<file path="config.mk">
export PLATFORM = sky130hd
export DESIGN_NAME = id_stage_pipe
export DESIGN_NICKNAME = d
export VERILOG_FILES = /design/src/rtl/id_pkg.sv /design/src/rtl/id_ctrl_decode.sv /design/src/rtl/id_stage_pipe.sv
export SDC_FILE = /design/constraint.sdc
export NUM_CORES = 2
export LEC_CHECK = 0
export BUFFER_PORTS_ARGS = -buffer_cell sky130_fd_sc_hd__buf_2
export CAP_MARGIN = 40
export CORE_MARGIN = 5
export CORE_UTILIZATION = 30
export DETAILED_ROUTE_END_ITERATION = 10
export PLACE_DENSITY_LB_ADDON = 0.3
export REMOVE_ABC_BUFFERS = 1
export SETUP_SLACK_MARGIN = 0.5
export SYNTH_ARGS = -nofsm -noshare
export SYNTH_HDL_FRONTEND = slang
export SYNTH_SLANG_ARGS = --single-unit
</file>
<file path="constraint.sdc">
create_clock -name clk -period 45 [get_ports clk]
set_clock_uncertainty 0.05 [all_clocks]
set_input_delay 4.5 -clock clk [delete_from_list [all_inputs] [get_ports clk]]
set_output_delay 4.5 -clock clk [all_outputs]
set_load 0.01 [all_outputs]
</file>
<file path="src/rtl/id_pkg.sv">
// Shared types and encodings for the pipelined decode stage.
package id_pkg;

  // Control bundle carried from ID to EX
  typedef struct packed {
    logic       reg_wr;
    logic       mem_wr;
    logic       mem_to_reg;
    logic       branch;
    logic       jump;
    logic       jal;
    logic [3:0] alu_ctrl;
  } ctrl_t;

  localparam logic [5:0] OP_RTYPE = 6'h00;
  localparam logic [5:0] OP_J     = 6'h02;
  localparam logic [5:0] OP_JAL   = 6'h03;
  localparam logic [5:0] OP_BEQ   = 6'h04;
  localparam logic [5:0] OP_ADDI  = 6'h08;
  localparam logic [5:0] OP_ANDI  = 6'h0C;
  localparam logic [5:0] OP_LUI   = 6'h0F;
  localparam logic [5:0] OP_LW    = 6'h23;
  localparam logic [5:0] OP_SW    = 6'h2B;

  localparam logic [5:0] FN_ADD  = 6'h20;
  localparam logic [5:0] FN_ADDU = 6'h21;
  localparam logic [5:0] FN_SUB  = 6'h22;
  localparam logic [5:0] FN_SUBU = 6'h23;
  localparam logic [5:0] FN_AND  = 6'h24;
  localparam logic [5:0] FN_OR   = 6'h25;
  localparam logic [5:0] FN_XOR  = 6'h26;
  localparam logic [5:0] FN_NOR  = 6'h27;
  localparam logic [5:0] FN_SLT  = 6'h2A;

  localparam logic [3:0] ALU_ADD = 4'h0;
  localparam logic [3:0] ALU_SUB = 4'h1;
  localparam logic [3:0] ALU_AND = 4'h2;
  localparam logic [3:0] ALU_OR  = 4'h3;
  localparam logic [3:0] ALU_XOR = 4'h4;
  localparam logic [3:0] ALU_NOR = 4'h5;
  localparam logic [3:0] ALU_SLT = 4'h6;
  localparam logic [3:0] ALU_LUI = 4'h7;

endpackage

</file>
<file path="src/rtl/id_ctrl_decode.sv">
// Combinational opcode/funct decoder; unknown encodings decode as a NOP.
module id_ctrl_decode
  import id_pkg::*;
(
  input  logic [5:0] opcode_i,
  input  logic [5:0] funct_i,
  output ctrl_t      ctrl_c,
  output logic       reg_dst_c,
  output logic       alu_src_c,
  output logic       ext_op_c,
  output logic       imm_zero_c,
  output logic       uses_rt_c
);

  // Opcode table with all-zero defaults
  always_comb begin
    ctrl_c     = '0;
    reg_dst_c  = 1'b0;
    alu_src_c  = 1'b0;
    ext_op_c   = 1'b0;
    imm_zero_c = 1'b0;
    uses_rt_c  = 1'b0;
    case (opcode_i)
      OP_RTYPE: begin
        reg_dst_c     = 1'b1;
        uses_rt_c     = 1'b1;
        imm_zero_c    = 1'b1;
        ctrl_c.reg_wr = 1'b1;
        case (funct_i)
          FN_ADD, FN_ADDU: ctrl_c.alu_ctrl = ALU_ADD;
          FN_SUB, FN_SUBU: ctrl_c.alu_ctrl = ALU_SUB;
          FN_AND:          ctrl_c.alu_ctrl = ALU_AND;
          FN_OR:           ctrl_c.alu_ctrl = ALU_OR;
          FN_XOR:          ctrl_c.alu_ctrl = ALU_XOR;
          FN_NOR:          ctrl_c.alu_ctrl = ALU_NOR;
          FN_SLT:          ctrl_c.alu_ctrl = ALU_SLT;
          default:         ctrl_c          = '0;
        endcase
      end
      OP_J: begin
        imm_zero_c   = 1'b1;
        ctrl_c.jump  = 1'b1;
      end
      OP_JAL: begin
        imm_zero_c    = 1'b1;
        ctrl_c.reg_wr = 1'b1;
        ctrl_c.jump   = 1'b1;
        ctrl_c.jal    = 1'b1;
      end
      OP_BEQ: begin
        uses_rt_c       = 1'b1;
        ext_op_c        = 1'b1;
        ctrl_c.branch   = 1'b1;
        ctrl_c.alu_ctrl = ALU_SUB;
      end
      OP_ADDI: begin
        alu_src_c       = 1'b1;
        ext_op_c        = 1'b1;
        ctrl_c.reg_wr   = 1'b1;
        ctrl_c.alu_ctrl = ALU_ADD;
      end
      OP_ANDI: begin
        alu_src_c       = 1'b1;
        ctrl_c.reg_wr   = 1'b1;
        ctrl_c.alu_ctrl = ALU_AND;
      end
      OP_LUI: begin
        alu_src_c       = 1'b1;
        ctrl_c.reg_wr   = 1'b1;
        ctrl_c.alu_ctrl = ALU_LUI;
      end
      OP_LW: begin
        alu_src_c         = 1'b1;
        ext_op_c          = 1'b1;
        ctrl_c.reg_wr     = 1'b1;
        ctrl_c.mem_to_reg = 1'b1;
        ctrl_c.alu_ctrl   = ALU_ADD;
      end
      OP_SW: begin
        alu_src_c       = 1'b1;
        ext_op_c        = 1'b1;
        uses_rt_c       = 1'b1;
        ctrl_c.mem_wr   = 1'b1;
        ctrl_c.alu_ctrl = ALU_ADD;
      end
      default: ;
    endcase
  end

endmodule

</file>
<file path="src/rtl/id_stage_pipe.sv">
// Pipelined decode stage: GPR file with WB bypass, operand build, load-use
// hazard detection and a registered ID/EX output with stall and flush.
module id_stage_pipe
  import id_pkg::*;
#(
  parameter int unsigned XLEN     = 32,
  parameter int unsigned NREG     = 32,
  parameter int unsigned IMM_W    = 16,
  parameter int unsigned LINK_REG = 31
) (
  input  logic                     clk,
  input  logic                     reset,
  input  logic                     in_valid,
  output logic                     in_ready,
  input  logic [31:0]              in_instr,
  input  logic [XLEN-1:0]          in_pc4,
  input  logic                     wb_we,
  input  logic [$clog2(NREG)-1:0]  wb_rd,
  input  logic [XLEN-1:0]          wb_data,
  input  logic                     ex_mem_to_reg,
  input  logic [$clog2(NREG)-1:0]  ex_rd,
  input  logic                     ex_ready,
  input  logic                     flush,
  output logic                     out_valid,
  output logic [XLEN-1:0]          out_opa,
  output logic [XLEN-1:0]          out_opb,
  output logic [XLEN-1:0]          out_rt_data,
  output logic [$clog2(NREG)-1:0]  out_rd,
  output ctrl_t                    out_ctrl
);

  localparam int unsigned RW    = $clog2(NREG);
  localparam int unsigned EXT_W = XLEN - IMM_W;

  logic [RW-1:0]    rs, rt, rd;
  logic [XLEN-1:0]  gpr_q [NREG];
  logic [XLEN-1:0]  rs_data, rt_data;
  logic [IMM_W-1:0] imm_raw;
  logic [XLEN-1:0]  ext_imm, opa, opb;
  logic [RW-1:0]    dst;
  ctrl_t            dec_ctrl;
  logic             reg_dst, alu_src, ext_op, imm_zero, uses_rt;
  logic             hz, load_en, accept;

  logic             valid_q, valid_d;
  logic [XLEN-1:0]  opa_q, opa_d, opb_q, opb_d, rtd_q, rtd_d;
  logic [RW-1:0]    rd_q, rd_d;
  ctrl_t            ctrl_q, ctrl_d;

  assign rs = RW'(in_instr[25:21]);
  assign rt = RW'(in_instr[20:16]);
  assign rd = RW'(in_instr[15:11]);

  id_ctrl_decode u_dec (
    .opcode_i   (in_instr[31:26]),
    .funct_i    (in_instr[5:0]),
    .ctrl_c     (dec_ctrl),
    .reg_dst_c  (reg_dst),
    .alu_src_c  (alu_src),
    .ext_op_c   (ext_op),
    .imm_zero_c (imm_zero),
    .uses_rt_c  (uses_rt)
  );

  // GPR file; r0 is never written
  always_ff @(posedge clk or posedge reset) begin
    if (reset) begin
      gpr_q <= '{default: '0};
    end else if (wb_we && (wb_rd != '0)) begin
      gpr_q[wb_rd] <= wb_data;
    end
  end

  // Register reads with same-cycle write-through from WB
  always_comb begin
    rs_data = gpr_q[rs];
    rt_data = gpr_q[rt];
    if (rs == '0)                         rs_data = '0;
    else if (wb_we && (wb_rd == rs))      rs_data = wb_data;
    if (rt == '0)                         rt_data = '0;
    else if (wb_we && (wb_rd == rt))      rt_data = wb_data;
  end

  // Immediate extension, operand and destination selection
  always_comb begin
    imm_raw = imm_zero ? '0 : in_instr[IMM_W-1:0];
    ext_imm = ext_op ? {{EXT_W{imm_raw[IMM_W-1]}}, imm_raw}
                     : {{EXT_W{1'b0}}, imm_raw};
    opa     = dec_ctrl.jal ? in_pc4 : rs_data;
    opb     = alu_src ? ext_imm : rt_data;
    dst     = dec_ctrl.jal ? RW'(LINK_REG) : (reg_dst ? rd : rt);
  end

  // Load-use hazard against the load in EX, and the IF handshake
  assign hz       = in_valid & ex_mem_to_reg & (ex_rd != '0) &
                    ((ex_rd == rs) | ((ex_rd == rt) & uses_rt));
  assign load_en  = ~valid_q | ex_ready;
  assign accept   = load_en & in_valid & ~hz & ~flush;
  assign in_ready = flush | (load_en & ~hz);

  // ID/EX next state: flush kills, otherwise load or bubble when free
  always_comb begin
    valid_d = valid_q;
    opa_d   = opa_q;
    opb_d   = opb_q;
    rtd_d   = rtd_q;
    rd_d    = rd_q;
    ctrl_d  = ctrl_q;
    if (flush) begin
      valid_d = 1'b0;
    end else if (load_en) begin
      valid_d = accept;
    end
    if (accept) begin
      opa_d  = opa;
      opb_d  = opb;
      rtd_d  = rt_data;
      rd_d   = dst;
      ctrl_d = dec_ctrl;
    end
  end

  // ID/EX register
  always_ff @(posedge clk or posedge reset) begin
    if (reset) begin
      valid_q <= 1'b0;
      opa_q   <= '0;
      opb_q   <= '0;
      rtd_q   <= '0;
      rd_q    <= '0;
      ctrl_q  <= '0;
    end else begin
      valid_q <= valid_d;
      opa_q   <= opa_d;
      opb_q   <= opb_d;
      rtd_q   <= rtd_d;
      rd_q    <= rd_d;
      ctrl_q  <= ctrl_d;
    end
  end

  assign out_valid   = valid_q;
  assign out_opa     = opa_q;
  assign out_opb     = opb_q;
  assign out_rt_data = rtd_q;
  assign out_rd      = rd_q;
  assign out_ctrl    = ctrl_q;

endmodule

</file>
==> metrics.txt <==
Top delay family on crit path=simple AND/OR/NAND/NOR gates; startpoint types=input pin; PortBufs=224; Worst path max stage delay=0.65 ns; cts bufs inserted=132; Avg Cell Area, Syn=14.5 sq um; Post-synth EDFFs=0; CP Capture Type=output port; I/O pins=226; total gr overflow=0; Post-synth ARST share=100%; critical path fanouts, max=63; cell-internal power=2.23 mW; Sw Ratio=27.9%; max cap viols=0; die height=459 um; Final min period=11.11 ns; hold depth=0; setup TNS=0 ns; Final GP Congestion=0.798; setup violators final=0; Reg2Reg Depth=7; Req. time, crit path=40.45 ns; H-Tree Level Count=4; power per standard cell area=44.6 nW/um^2; switching power total=0.863 mW; RSZ-0062 raised after global routing=false; static leakage=29.4 nW; status=finished, final reports clean; WL/cell=31.2 um; layout cell share with drive strength beyond 1=49.9%; Root Buffer=clkbuf_16; post-CTS setup buffer count=0; Worst Path Class, Setup=in -> out; DPL Wire Length=134 mm; Final Cycle Share=24.7%; Hold Path Class=reg -> reg; Slew Limit Fails=0; actual slew at the worst max-slew pin=1.05 ns; main combinational cell family by area after synthesis=multiplexers; Synth Area in Adders=0%; Starting Density=30.2%; pin count of the biggest net entering global routing=170; vias per cell=5.71; Routed Antenna Nets=0; synthesized cell area=60500 sq um; CP max-delay cell=nor3_1; cts-stage hold buffer count=0; Compound-Gate Fraction of Synth Area=5.46%; Post-Synthesis Cells=4176; Seq pwr share=43.7%; row cnt=164; area of the multi-input gates=30100 sq um; CP bufs+invs=2; top post-synthesis cells by area=dfrtp_1 47%, mux2_2 19%, mux4_2 18%; CTS Sinks=1135; DR pass1 iterations=6; worst path cell trace=buf_8 -> xnor2_1 -> nand3_1 -> nor3_1 -> o2111ai_4 -> a21o_1 -> buf_2; initial antenna violation count=30; Logic pwr share=20.3%; Yosys top cell by area=dfrtp_1; setup ws final=33.89 ns; launching point of the worst reg2reg path=out_valid; XOR/XNOR Fraction of Synth Area=0.304%; worst hold start=gpr_q[1004]; Yosys cell types=65; #FFs+latches synth=1135; clock tree buffer depth=3; worst skew pair latency=0.77 ns; via count of the first global-routing pass=41211; Seq. cell area=28400 sq um; core area=200000 sq um; Die Width=459 um; first-pass GRT wire length=314 mm; relative slew slack=29.5%; reg2reg setup slack=41.76 ns; Peak VDD IR=0.0373 mV; overall routed net length=218 mm; sequential share of the synthesized area=47.0%; CTS tree=yes; CP arrival=6.56 ns; Overall Global Routing Usage=20.4%; Residual DRC=0; hold slack=0.345 ns; mux share of post-synthesis cell area=40.7%; clock power share=35.9%; post-synth top area share=47.0%; Final Hold Vio Count=0; initial DRC count=3533; worst hold endpoint=gpr_q[1004]; routed vias=39799; synth-to-layout area growth=14.6%; pre-CTS WS=33.88 ns; YS warnings=0; fmax=0.0900 GHz; FF-to-FF End=out_opa[30]; Layout fillers=19296; simple-gate share of the synthesized area=2.94%; Resized cells post-CTS=0; die area=211000 sq um; overall power=3.09 mW; Synth Flop Type=dfrtp_1; clock-pin transition on the worst setup and hold timing paths=0.06 ns; Nets=4317
==> worst max-delay path by stage <==
stage | start | end | cells after the start
after floorplan | reset | gpr_q[0] | 1
after global placement | in_instr[23] | in_ready | 7
after detailed placement | in_instr[23] | in_ready | 7
after CTS | in_instr[23] | in_ready | 7
after global routing | in_instr[23] | in_ready | 7
final | in_instr[23] | in_ready | 7
==> cell usage after synthesis, types with 26 or more instances <==
| cell | count |
|---|---|
| o21ai_0 | 108 |
| a211oi_1 | 31 |
| nand4_1 | 30 |
| a22oi_1 | 85 |
| nand2b_1 | 29 |
| dfrtp_1 | 1135 |
| nor2_1 | 36 |
| o211ai_1 | 38 |
| clkbuf_1 | 283 |
| buf_4 | 26 |
| nand3_1 | 35 |
| mux2_2 | 1000 |
| nand2_1 | 92 |
| buf_1 | 58 |
| mux2i_1 | 202 |
| nor2b_1 | 37 |
| nor3_1 | 30 |
| mux4_2 | 490 |
| a21oi_1 | 93 |
| buf_2 | 85 |
==> area by class of cell <==
cell class,instances,area share [%]
Antenna cell,11,0.0397
Clock buffer,193,5.77
Clock inverter,43,0.652
Inverter,7,0.0487
Multi-Input combinational cell,2558,43.5
Sequential cell,1135,41.0
Tap cell,2656,4.79
Timing Repair Buffer,370,4.26
==> layout by cell type (no fill, tap or decap), drive strengths merged, types with 34 or more instances in the layout <==
master,synthesis,final
a22oi,85,85
nor3,34,34
clkbuf,283,194
nor2b,37,37
mux4,490,490
mux2,1020,1020
o211ai,38,38
dfrtp,1135,1135
nand2,92,92
buf,193,369
nand3,35,35
mux2i,202,202
nor2,38,38
o21ai,109,109
a21oi,93,93
==> flip-flops by register name (all words and copies together), names as in the netlist <==
register and flops:
out_ctrl 9, out_rd 5, gpr_q 1024, out_opa 32
out_opb 32, out_rt_data 32, out_valid 1
==> power groups by stage <==
stage | sequential [mW] | combinational [mW] | clock [mW]
6_report | 1.35 | 0.629 | 1.11
5_1_grt | 1.38 | 0.676 | 1.18
4_1_cts | 1.35 | 0.634 | 1.13
3_5_place_dp | 1.37 | 0.632 | 0
3_3_place_gp | 1.36 | 0.616 | 0
2_1_floorplan | 1.34 | 0.427 | 0
==> cell families after synthesis <==
logic type      after synthesis
compound gates              489
xor+xnor                     21
buf+inv                     483
flops                      1135
mux                        1712
other cells                   1
simple gates                335
==> metal layers <==
layer,vias up,track usage [%],routed length [um]
li1,16205,-,-
met1,21697,27.6,92600
met2,1488,32.6,103000
met3,401,3.92,13400
met4,8,7.69,8950
met5,-,0,46
==> through the flow <==
stage	cell area, sq um	util (%)	cells
final	69300	34.7	6973
after global routing	69300	34.6	6971
after CTS	69300	34.6	6960
after detailed placement	64800	32.4	6724
after global placement	64000	32.0	6689
after floorplan	58300	-	3700
No activity file was read; power rests on OpenSTA's default activity.
